$ cat src/rtl/nabp_angle_lut_if.sv
// rtl/nabp_angle_lut_if.sv - angle request / coefficient response bundle for nabp_angle_lut
// master drives the angle and reads the coefficients; slave is the LUT side.
interface nabp_angle_lut_if #(
   parameter int ANGLE_WIDTH = 8,
   parameter int BASE_WIDTH  = 10,
   parameter int PART_WIDTH  = 14
) ();
   logic [ANGLE_WIDTH-1:0] angle;
   logic [PART_WIDTH-1:0]  mp_accu_part;
   logic [BASE_WIDTH-1:0]  mp_accu_base;
   logic [BASE_WIDTH-1:0]  sh_accu_base;

   modport master (
      output angle,
      input  mp_accu_part,
      input  mp_accu_base,
      input  sh_accu_base
   );

   modport slave (
      input  angle,
      output mp_accu_part,
      output mp_accu_base,
      output sh_accu_base
   );
endinterface

$ cat src/rtl/nabp_angle_lut.sv
// rtl/nabp_angle_lut.sv - per-angle mapper/shifter coefficient ROM for NABP swap control
// One registered lookup per cycle; angles >= 180 return all zeros.
module nabp_angle_lut #(
   parameter int ANGLE_WIDTH    = 8,
   parameter int FRAC_BITS      = 8,
   parameter int BASE_WIDTH     = FRAC_BITS + 2,
   parameter int PART_SIZE_LOG2 = 4,
   parameter int PART_WIDTH     = BASE_WIDTH + PART_SIZE_LOG2
) (
   input  logic              clk,
   input  logic              reset_n,
   nabp_angle_lut_if.slave   lut
);
   localparam int ANGLE_COUNT = 180;
   localparam int ENTRY_W     = 2 * BASE_WIDTH;
   localparam int ROM_BITS    = ANGLE_COUNT * ENTRY_W;
   localparam int Q           = 30;
   localparam longint ONE     = longint'(1) <<< Q;
   localparam longint PI_Q    = 64'sd3373259426;
   localparam longint HALF    = longint'(1) <<< (Q - FRAC_BITS - 1);

   // Elaboration-time table build: Q30 Taylor series on the reference angle
   // (0..90), so the hardware only holds constants. Entry = {sh_base, mp_base}.
   function automatic logic [ROM_BITS-1:0] build_rom();
      logic [ROM_BITS-1:0] rom;
      longint x, x2, s, c, term, base_q, ratio;
      int     a;
      rom = '0;
      for (int th = 0; th < ANGLE_COUNT; th++) begin
         a  = (th <= 90) ? th : 180 - th;
         x  = (longint'(a) * PI_Q) / 180;
         x2 = (x * x) >>> Q;
         s    = x;
         term = x;
         for (int k = 1; k <= 12; k++) begin
            term = -(((term * x2) >>> Q) / longint'((2 * k) * (2 * k + 1)));
            s    = s + term;
         end
         c    = ONE;
         term = ONE;
         for (int k = 1; k <= 12; k++) begin
            term = -(((term * x2) >>> Q) / longint'((2 * k - 1) * (2 * k)));
            c    = c + term;
         end
         if (th < 45 || th >= 135) begin
            base_q = c;
            ratio  = (s <<< Q) / c;
         end else begin
            base_q = s;
            ratio  = (c <<< Q) / s;
         end
         rom[th*ENTRY_W +: BASE_WIDTH] =
            BASE_WIDTH'((base_q + HALF) >>> (Q - FRAC_BITS));
         rom[th*ENTRY_W + BASE_WIDTH +: BASE_WIDTH] =
            BASE_WIDTH'((ratio + HALF) >>> (Q - FRAC_BITS));
      end
      return rom;
   endfunction

   localparam logic [ROM_BITS-1:0] ROM = build_rom();

   logic [ENTRY_W-1:0] entry;

   always_comb begin
      entry = '0;
      if (int'(lut.angle) < ANGLE_COUNT) begin
         entry = ROM[int'(lut.angle)*ENTRY_W +: ENTRY_W];
      end
   end

   always_ff @(posedge clk or negedge reset_n) begin
      if (!reset_n) begin
         lut.mp_accu_base <= '0;
         lut.sh_accu_base <= '0;
      end else begin
         lut.mp_accu_base <= entry[BASE_WIDTH-1:0];
         lut.sh_accu_base <= entry[ENTRY_W-1:BASE_WIDTH];
      end
   end

   // Partition init is the per-line step scaled by the partition size: pure wiring.
   assign lut.mp_accu_part = {lut.mp_accu_base, {PART_SIZE_LOG2{1'b0}}};

endmodule

$ cat src/flat_wrapper.sv
// flat-port wrapper written by rule: the top's interface ports become plain ports
module nabp_angle_lut_flat 
#(
   parameter int ANGLE_WIDTH    = 8,
   parameter int FRAC_BITS      = 8,
   parameter int BASE_WIDTH     = FRAC_BITS + 2,
   parameter int PART_SIZE_LOG2 = 4,
   parameter int PART_WIDTH     = BASE_WIDTH + PART_SIZE_LOG2
)
  (clk, reset_n, lut_angle, lut_mp_accu_part, lut_mp_accu_base, lut_sh_accu_base);
  nabp_angle_lut_if #(.ANGLE_WIDTH(ANGLE_WIDTH), .BASE_WIDTH(BASE_WIDTH), .PART_WIDTH(PART_WIDTH)) lut_i ();
  input  logic clk;
  input  logic reset_n;
  input wire logic [$bits(lut_i.angle)-1:0] lut_angle;
  output wire logic [$bits(lut_i.mp_accu_part)-1:0] lut_mp_accu_part;
  output wire logic [$bits(lut_i.mp_accu_base)-1:0] lut_mp_accu_base;
  output wire logic [$bits(lut_i.sh_accu_base)-1:0] lut_sh_accu_base;
  assign lut_i.angle = lut_angle;
  assign lut_mp_accu_part = lut_i.mp_accu_part;
  assign lut_mp_accu_base = lut_i.mp_accu_base;
  assign lut_sh_accu_base = lut_i.sh_accu_base;
  nabp_angle_lut #(.ANGLE_WIDTH(ANGLE_WIDTH), .FRAC_BITS(FRAC_BITS), .BASE_WIDTH(BASE_WIDTH), .PART_SIZE_LOG2(PART_SIZE_LOG2), .PART_WIDTH(PART_WIDTH)) u_core (.clk(clk), .reset_n(reset_n), .lut(lut_i));
endmodule
$ cat config.mk
export PLATFORM = sky130hd
export DESIGN_NAME = nabp_angle_lut_flat
export DESIGN_NICKNAME = d
export VERILOG_FILES = /design/src/rtl/nabp_angle_lut_if.sv /design/src/rtl/nabp_angle_lut.sv /design/src/flat_wrapper.sv
export SDC_FILE = /design/constraint.sdc
export NUM_CORES = 1
export LEC_CHECK = 0
export ABC_AREA = 1
export CORE_ASPECT_RATIO = 1.25
export CORE_MARGIN = 1.5
export CORE_UTILIZATION = 30
export DETAILED_ROUTE_END_ITERATION = 8
export GPL_TIMING_DRIVEN = 1
export PLACE_DENSITY = 0.51
export SLEW_MARGIN = 20
export SYNTH_ARGS = -nofsm -noshare
export SYNTH_HDL_FRONTEND = slang
export SYNTH_SLANG_ARGS = --single-unit
$ cat constraint.sdc
create_clock -name clk -period 0.8 [get_ports clk]
set_clock_uncertainty 0.15 [all_clocks]
set_input_delay 0.08 -clock clk [delete_from_list [all_inputs] [get_ports clk]]
set_output_delay 0.08 -clock clk [all_outputs]
set_load 0.05 [all_outputs]
==> run summary, run 1 <==
Outcome: finished, violations left
Failing checks: negative setup slack
CP max stage cell: ha_4
Critical Path AT: 1540 ps
Share of layout cells above drive strength 1: 47.45%
Routed Antenna Nets: 0
Register area share after synthesis: 13.44%
Ports: 44
Root Buffer: clkbuf_16
Clock buffers created by TritonCTS: 3
Worst vdd rail ir drop: 668.5 uV
Worst Setup Start Kind: primary input
Hold buffer count at CTS: 0
Crit. path cell count: 13
Tot Pwr: 7.084 mW
Via Count: 5732
Warnings from Yosys: 0
Final Cycle Share: 186.4%
Die width: 97.55 um
Setup Crit Path Kind: in -> reg
First-pass GRT wire length: 30970 um
Vias per cell: 5.861
Worst Slack Setup Final: -690.9 ps
Critical path's most frequent cell: nand2_1
Num rows: 43
Max cap viols: 0
CP Capture Point: u_core.lut.mp_accu_base[2]
Syn Inst Count: 653
CTS tree: yes
Initial Utilization: 30.54%
Post-Route WL: 20790 um
Detailed Place HPWL: 15700 um
Worst-path cell chain: buf_8 > clkinvlp_4 > ha_4 > buf_6 > inv_8 > nand2_8 > nand3_4 > nand2_1 > nand2_1 > nand3_2 > a21oi_2 > nand2_1 > nand2_1
PD cells: 1090 mW/mm^2
Avg Inst Size Synth: 5.133 um^2
Die Y: 121.2 um
Iteration-0 DRC Markers: 618
GP Congestion: 1.105
DRT Pass-1 Iters: 6
WP buf/inv: 4
Area Growth Syn to Fin: 93.84%
Die ar.: 0.01182 mm^2
# setup viols final: 45
Clk sinks: 18
Final instance area: 0.006497 mm^2
Vias in the first global route: 5425
Commonest non-fill, non-tap cell in the layout: nand2_1
Clk slew on worst S/H paths: 60 ps
Area post-placement: 0.005373 mm^2
Worst hold slack: 5.350 ps
I/O Buffers: 36
Synth async-reset ratio: 100.0%
Nets: 868
CP Launch Point: lut_angle[1]
RSZ-0062 raised after global routing: true
H-tree depth: 1
Antenna Cells: 0
Ys flop type: dfrtp_1
WL/cell: 21.26 um
All-Layer GR Usage: 34.66%
Final Hold Viols: 0
Distinct cell type count after synthesis: 27
CP delay by family, top: simple AND/OR/NAND/NOR gates
CP required: 850 ps
DRC viols: 0
Crit path max fanout: 7
LEAKAGE: 3.226 nW
HP Class: in -> async
Largest net degree at the start of global routing: 22
Overflow after GRT: 0
Core Area: 0.01098 mm^2
Commonest cells after routing, fill and taps aside: nand2_1, buf_4, nand3_1, nor2_1, buf_12
CTS max path bufs: 2
Crit path largest cell delay: 290 ps
Fin. max-slew vios: 0
Initial antenna violation count: 0
Fmax: 670.8 MHz
Mapped Area: 0.003352 mm^2
Post-synth EDFFs: 0
Register bit total from synthesis: 18
Worst Setup End Kind: register
Tmin final: 1491 ps
-- flip-flops by register name, summed over array words and instances (netlist names) --
| signal | count |
|---|---|
| u_core.lut.sh_accu_base | 9 |
| u_core.lut.mp_accu_base | 9 |
-- power by group --
group	switching [mW]	total [mW]	internal, mW
Clock	0.393	1.16	0.764
Combinational	2.74	4.77	2.03
Sequential	0.126	1.16	1.03
-- synthesized netlist by cell type (all sizes together), types with 4 or more instances --
library cell / number / share of area, %
o211ai: 6 / 1.3
buf: 35 / 6.3
nand3: 80 / 12
inv: 44 / 4.9
dfrtp: 18 / 13
a21oi: 43 / 6.4
ha: 14 / 5.2
o21ai: 44 / 6.6
nand2: 245 / 27
clkbuf: 13 / 1.5
nor2: 76 / 8.6
a31oi: 4 / 0.75
nand4: 13 / 2.4
nor3: 5 / 0.75
-- layout make-up --
cell class              instances  area (um^2)
repair buffers                227         2331
flip-flops and latches         18        471.7
clock buffers                   4        88.84
multi-input cells             547         3226
inverters                      47        211.5
fillers                      1039         4478
well taps                     135        168.9
-- worst min-delay path by stage --
| stage | start | end | slack, ps | depth (start not counted) |
|---|---|---|---|---|
| 2_1_floorplan | reset_n | u_core.lut.mp_accu_base[0] | -370 | 0 |
| 3_3_place_gp | reset_n | u_core.lut.sh_accu_base[4] | 290 | 2 |
| 3_5_place_dp | reset_n | u_core.lut.sh_accu_base[4] | 290 | 2 |
| 4_1_cts | reset_n | u_core.lut.mp_accu_base[2] | 10 | 2 |
| 5_1_grt | reset_n | u_core.lut.sh_accu_base[1] | 20 | 2 |
| 6_report | reset_n | u_core.lut.mp_accu_base[2] | 5 | 2 |
-- logic make-up (layout without fill, tap and decap cells) --
group	count (synthesis)	count (layout)	synth area share [%]
compound gates	104	104	16.65
fa+ha+maj	14	14	5.226
simple gates	421	422	51.55
flops	18	18	13.44
other cells	1	7	0.1119
buf+inv	95	278	13.03
-- through the flow --
| stage | utilization [%] | setup TNS [ps] | std cells | worst slack (ps) |
|---|---|---|---|---|
| after floorplan | - | -10810 | 659 | -693.4 |
| after global placement | 48.95 | -26410 | 952 | -1644 |
| after detailed placement | 48.95 | -26580 | 952 | -1682 |
| after CTS | 56.85 | -17380 | 975 | -652.0 |
| after global routing | 59.20 | -19130 | 978 | -737.9 |
| final | 59.20 | -17610 | 978 | -690.9 |
-- timing repair --
| action | CTS | global route |
|---|---|---|
| pin swaps | 29 | 33 |
| buffers inserted | 17 | 2 |
| resized for setup | 177 | 68 |
| setup endpoints to repair | 45 | 45 |
| cloned | 2 | 1 |
-- per-layer routing --
layer / wire [um] / part of all wire [%] / up-vias / global-route usage, %
met5: 0 / 0 / - / 0
met4: 1453 / 7.0 / 0 / 20.18
met3: 2305 / 11 / 123 / 6.106
met2: 9471 / 46 / 488 / 57.64
met1: 7561 / 36 / 2614 / 41.93
li1: - / - / 2507 / -
(Power assumes the default switching activity.)
==> run 2: changes to the inputs <==
--- a/config.mk
+++ b/config.mk
@@ -7,12 +7,13 @@
 export LEC_CHECK = 0
 export ABC_AREA = 1
 export CORE_ASPECT_RATIO = 1.25
-export CORE_MARGIN = 1.5
+export CORE_MARGIN = 10
 export CORE_UTILIZATION = 30
+export CTS_CLUSTER_DIAMETER = 100
 export DETAILED_ROUTE_END_ITERATION = 8
 export GPL_TIMING_DRIVEN = 1
 export PLACE_DENSITY = 0.51
-export SLEW_MARGIN = 20
+export SLEW_MARGIN = 10
 export SYNTH_ARGS = -nofsm -noshare
 export SYNTH_HDL_FRONTEND = slang
 export SYNTH_SLANG_ARGS = --single-unit
==> run 2 against run 1 <==
  * The flow still finishes with violations (negative setup slack)
  * Final cell count is the same
  * Critical path depth is the same
  * Largest cell class unchanged
  * Global-route usage shrank 9.4 points
==> run summary, run 2 (synthesis results as in run 1) <==
Nets: 868 (unchanged)
Final Cycle Share: 183.3% (-3.1 points)
DRC viols: 0 (unchanged)
Max cap viols: 0 (unchanged)
First-pass GRT wire length: 31710 um (+2.4%)
Share of layout cells above drive strength 1: 47.33% (-0.12 points)
RSZ-0062 raised after global routing: true
Post-route setup TNS: -17040 ps (+576.0 ps)
CTS max path bufs: 2 (unchanged)
Core Area: 0.01103 mm^2 (+0.49%)
Antenna Cells: 0 (unchanged)
Worst-path cell chain: buf_8 > clkinvlp_4 > buf_12 > ha_4 > nor2_4 > nor2_4 > nand2_1 > nand2_1 > nand2_1 > nand3_1 > o21ai_1 > nand2_1 > nand2_1
Met2 wire len: 9629 um (+1.7%)
Initial antenna violation count: 0 (unchanged)
Outcome: finished, violations left
Ports: 44 (unchanged)
Die ar.: 0.01583 mm^2 (+34%)
Commonest non-fill, non-tap cell in the layout: nand2_1
Critical Path AT: 1460 ps (-80 ps)
Die Y: 138.2 um (+14%)
Worst Setup Start Kind: primary input
Failing checks: negative setup slack
Die width: 114.5 um (+17%)
Crit path max fanout: 11 (+4)
Fin. max-slew vios: 0 (unchanged)
Via Count: 5712 (-0.35%)
Fmax: 682.1 MHz (+1.7%)
Final Hold Viols: 0 (unchanged)
Crit path largest cell delay: 260 ps (-30 ps)
HP Class: in -> async
Post-Route WL: 21110 um (+1.5%)
Crit. path cell count: 13 (unchanged)
Commonest cells after routing, fill and taps aside: nand2_1, buf_4, nand3_1, nor2_1, buf_12
DRT Pass-1 Iters: 5 (-1)
WL met1: 7838 um (+3.7%)
Clk slew on worst S/H paths: 60 ps (about the same)
Vias per cell: 5.840 (-0.35%)
Worst Setup End Kind: register
Initial Utilization: 30.39% (-0.15 points)
All-Layer GR Usage: 25.27% (-9.4 points)
PD cells: 1071 mW/mm^2 (-1.7%)
Biggest regs: u_core.lut.mp_accu_base x9, u_core.lut.sh_accu_base x9
Worst slack, placed: -1619 ps (+62.90 ps)
H-tree depth: 1 (unchanged)
Setup Crit Path Kind: in -> reg
Root Buffer: clkbuf_16
LEAKAGE: 3.261 nW (+1.1%)
Worst Slack Setup Final: -666.0 ps (+24.83 ps)
DR top layer: met4
CP delay by family, top: simple AND/OR/NAND/NOR gates
Largest net degree at the start of global routing: 21 (-4.5%)
Metal3 WL: 2282 um (-1.0%)
Worst vdd rail ir drop: 636.3 uV (-4.8%)
I/O Buffers: 36 (unchanged)
# setup viols final: 45 (unchanged)
Clock buffers created by TritonCTS: 3 (unchanged)
Critical path's most frequent cell: nand2_1
Overflow after GRT: 0 (unchanged)
WP buf/inv: 3 (-1)
CP Capture Point: u_core.lut.mp_accu_base[2]
Detailed Place HPWL: 16590 um (+5.7%)
Routed Antenna Nets: 0 (unchanged)
WL/cell: 21.59 um (+1.5%)
Clk sinks: 18 (unchanged)
Vias in the first global route: 5317 (-2.0%)
CTS tree: yes
Tmin final: 1466 ps (-24.83 ps)
Iteration-0 DRC Markers: 827 (+34%)
CP Launch Point: lut_angle[1]
CP required: 790 ps (-60 ps)
CP max stage cell: nor2_4
Hold buffer count at CTS: 0 (unchanged)
Num rows: 43 (unchanged)
Area Growth Syn to Fin: 95.33%
GP Congestion: 1.086 (-1.7%)
==> run 2: power breakdown <==
| part | total, mW | switching, mW | internal (mW) |
|---|---|---|---|
| logic | 4.80 | 2.75 | 2.05 |
| clock network | 1.06 | 0.377 | 0.680 |
| registers | 1.16 | 0.130 | 1.03 |
| total | 7.02 | 3.26 | 3.76 |
==> run 2: layout make-up <==
cell class	instances	area (um^2)
Fill cell	1014	4482
Multi-Input combinational cell	546	3231
Timing Repair Buffer	228	2385
Sequential cell	18	471.7
Inverter	47	212.7
Tap cell	135	168.9
Clock buffer	4	78.83
==> run 2: worst min path at each step <==
| stage | end | slack, ps | depth (start not counted) |
|---|---|---|---|
| floorplan | u_core.lut.mp_accu_base[0] | -370 | 0 |
| global placement | u_core.lut.sh_accu_base[6] | 290 | 2 |
| detailed placement | u_core.lut.sh_accu_base[6] | 290 | 2 |
| CTS | u_core.lut.mp_accu_base[7] | 10 | 2 |
| global route | u_core.lut.sh_accu_base[4] | 30 | 2 |
| finish | u_core.lut.mp_accu_base[2] | 10 | 2 |
==> run 2: repair_timing <==
action	4_1_cts	5_1_grt
gates cloned	2	0
buffers inserted	11	5
endpoints found under the hold margin	0	0
endpoints found under the setup margin	45	45
resized for setup	173	98
pin swaps	34	23
==> run 2: metrics by stage <==
| stage | utilization [%] | hold WS [ps] | total power [mW] | instance area [um^2] | instances |
|---|---|---|---|---|---|
| finish | 59.36 | 11.49 | 7.015 | 6548 | 978 |
| global route | 59.36 | 34.45 | 7.329 | 6548 | 978 |
| CTS | 56.10 | 14.06 | 6.687 | 6187 | 973 |
| detailed placement | 49.39 | 291.4 | 5.206 | 5448 | 957 |
| global placement | 49.39 | 288.8 | 5.239 | 5448 | 957 |
| floorplan | - | -365.6 | 3.236 | 3588 | 659 |
==> run 2: per-layer routing <==
metal,up-vias,GRT usage (%)
met2,462,40.28
met5,-,0
met1,2635,32.01
met3,111,4.286
met4,0,11.63
li1,2504,-
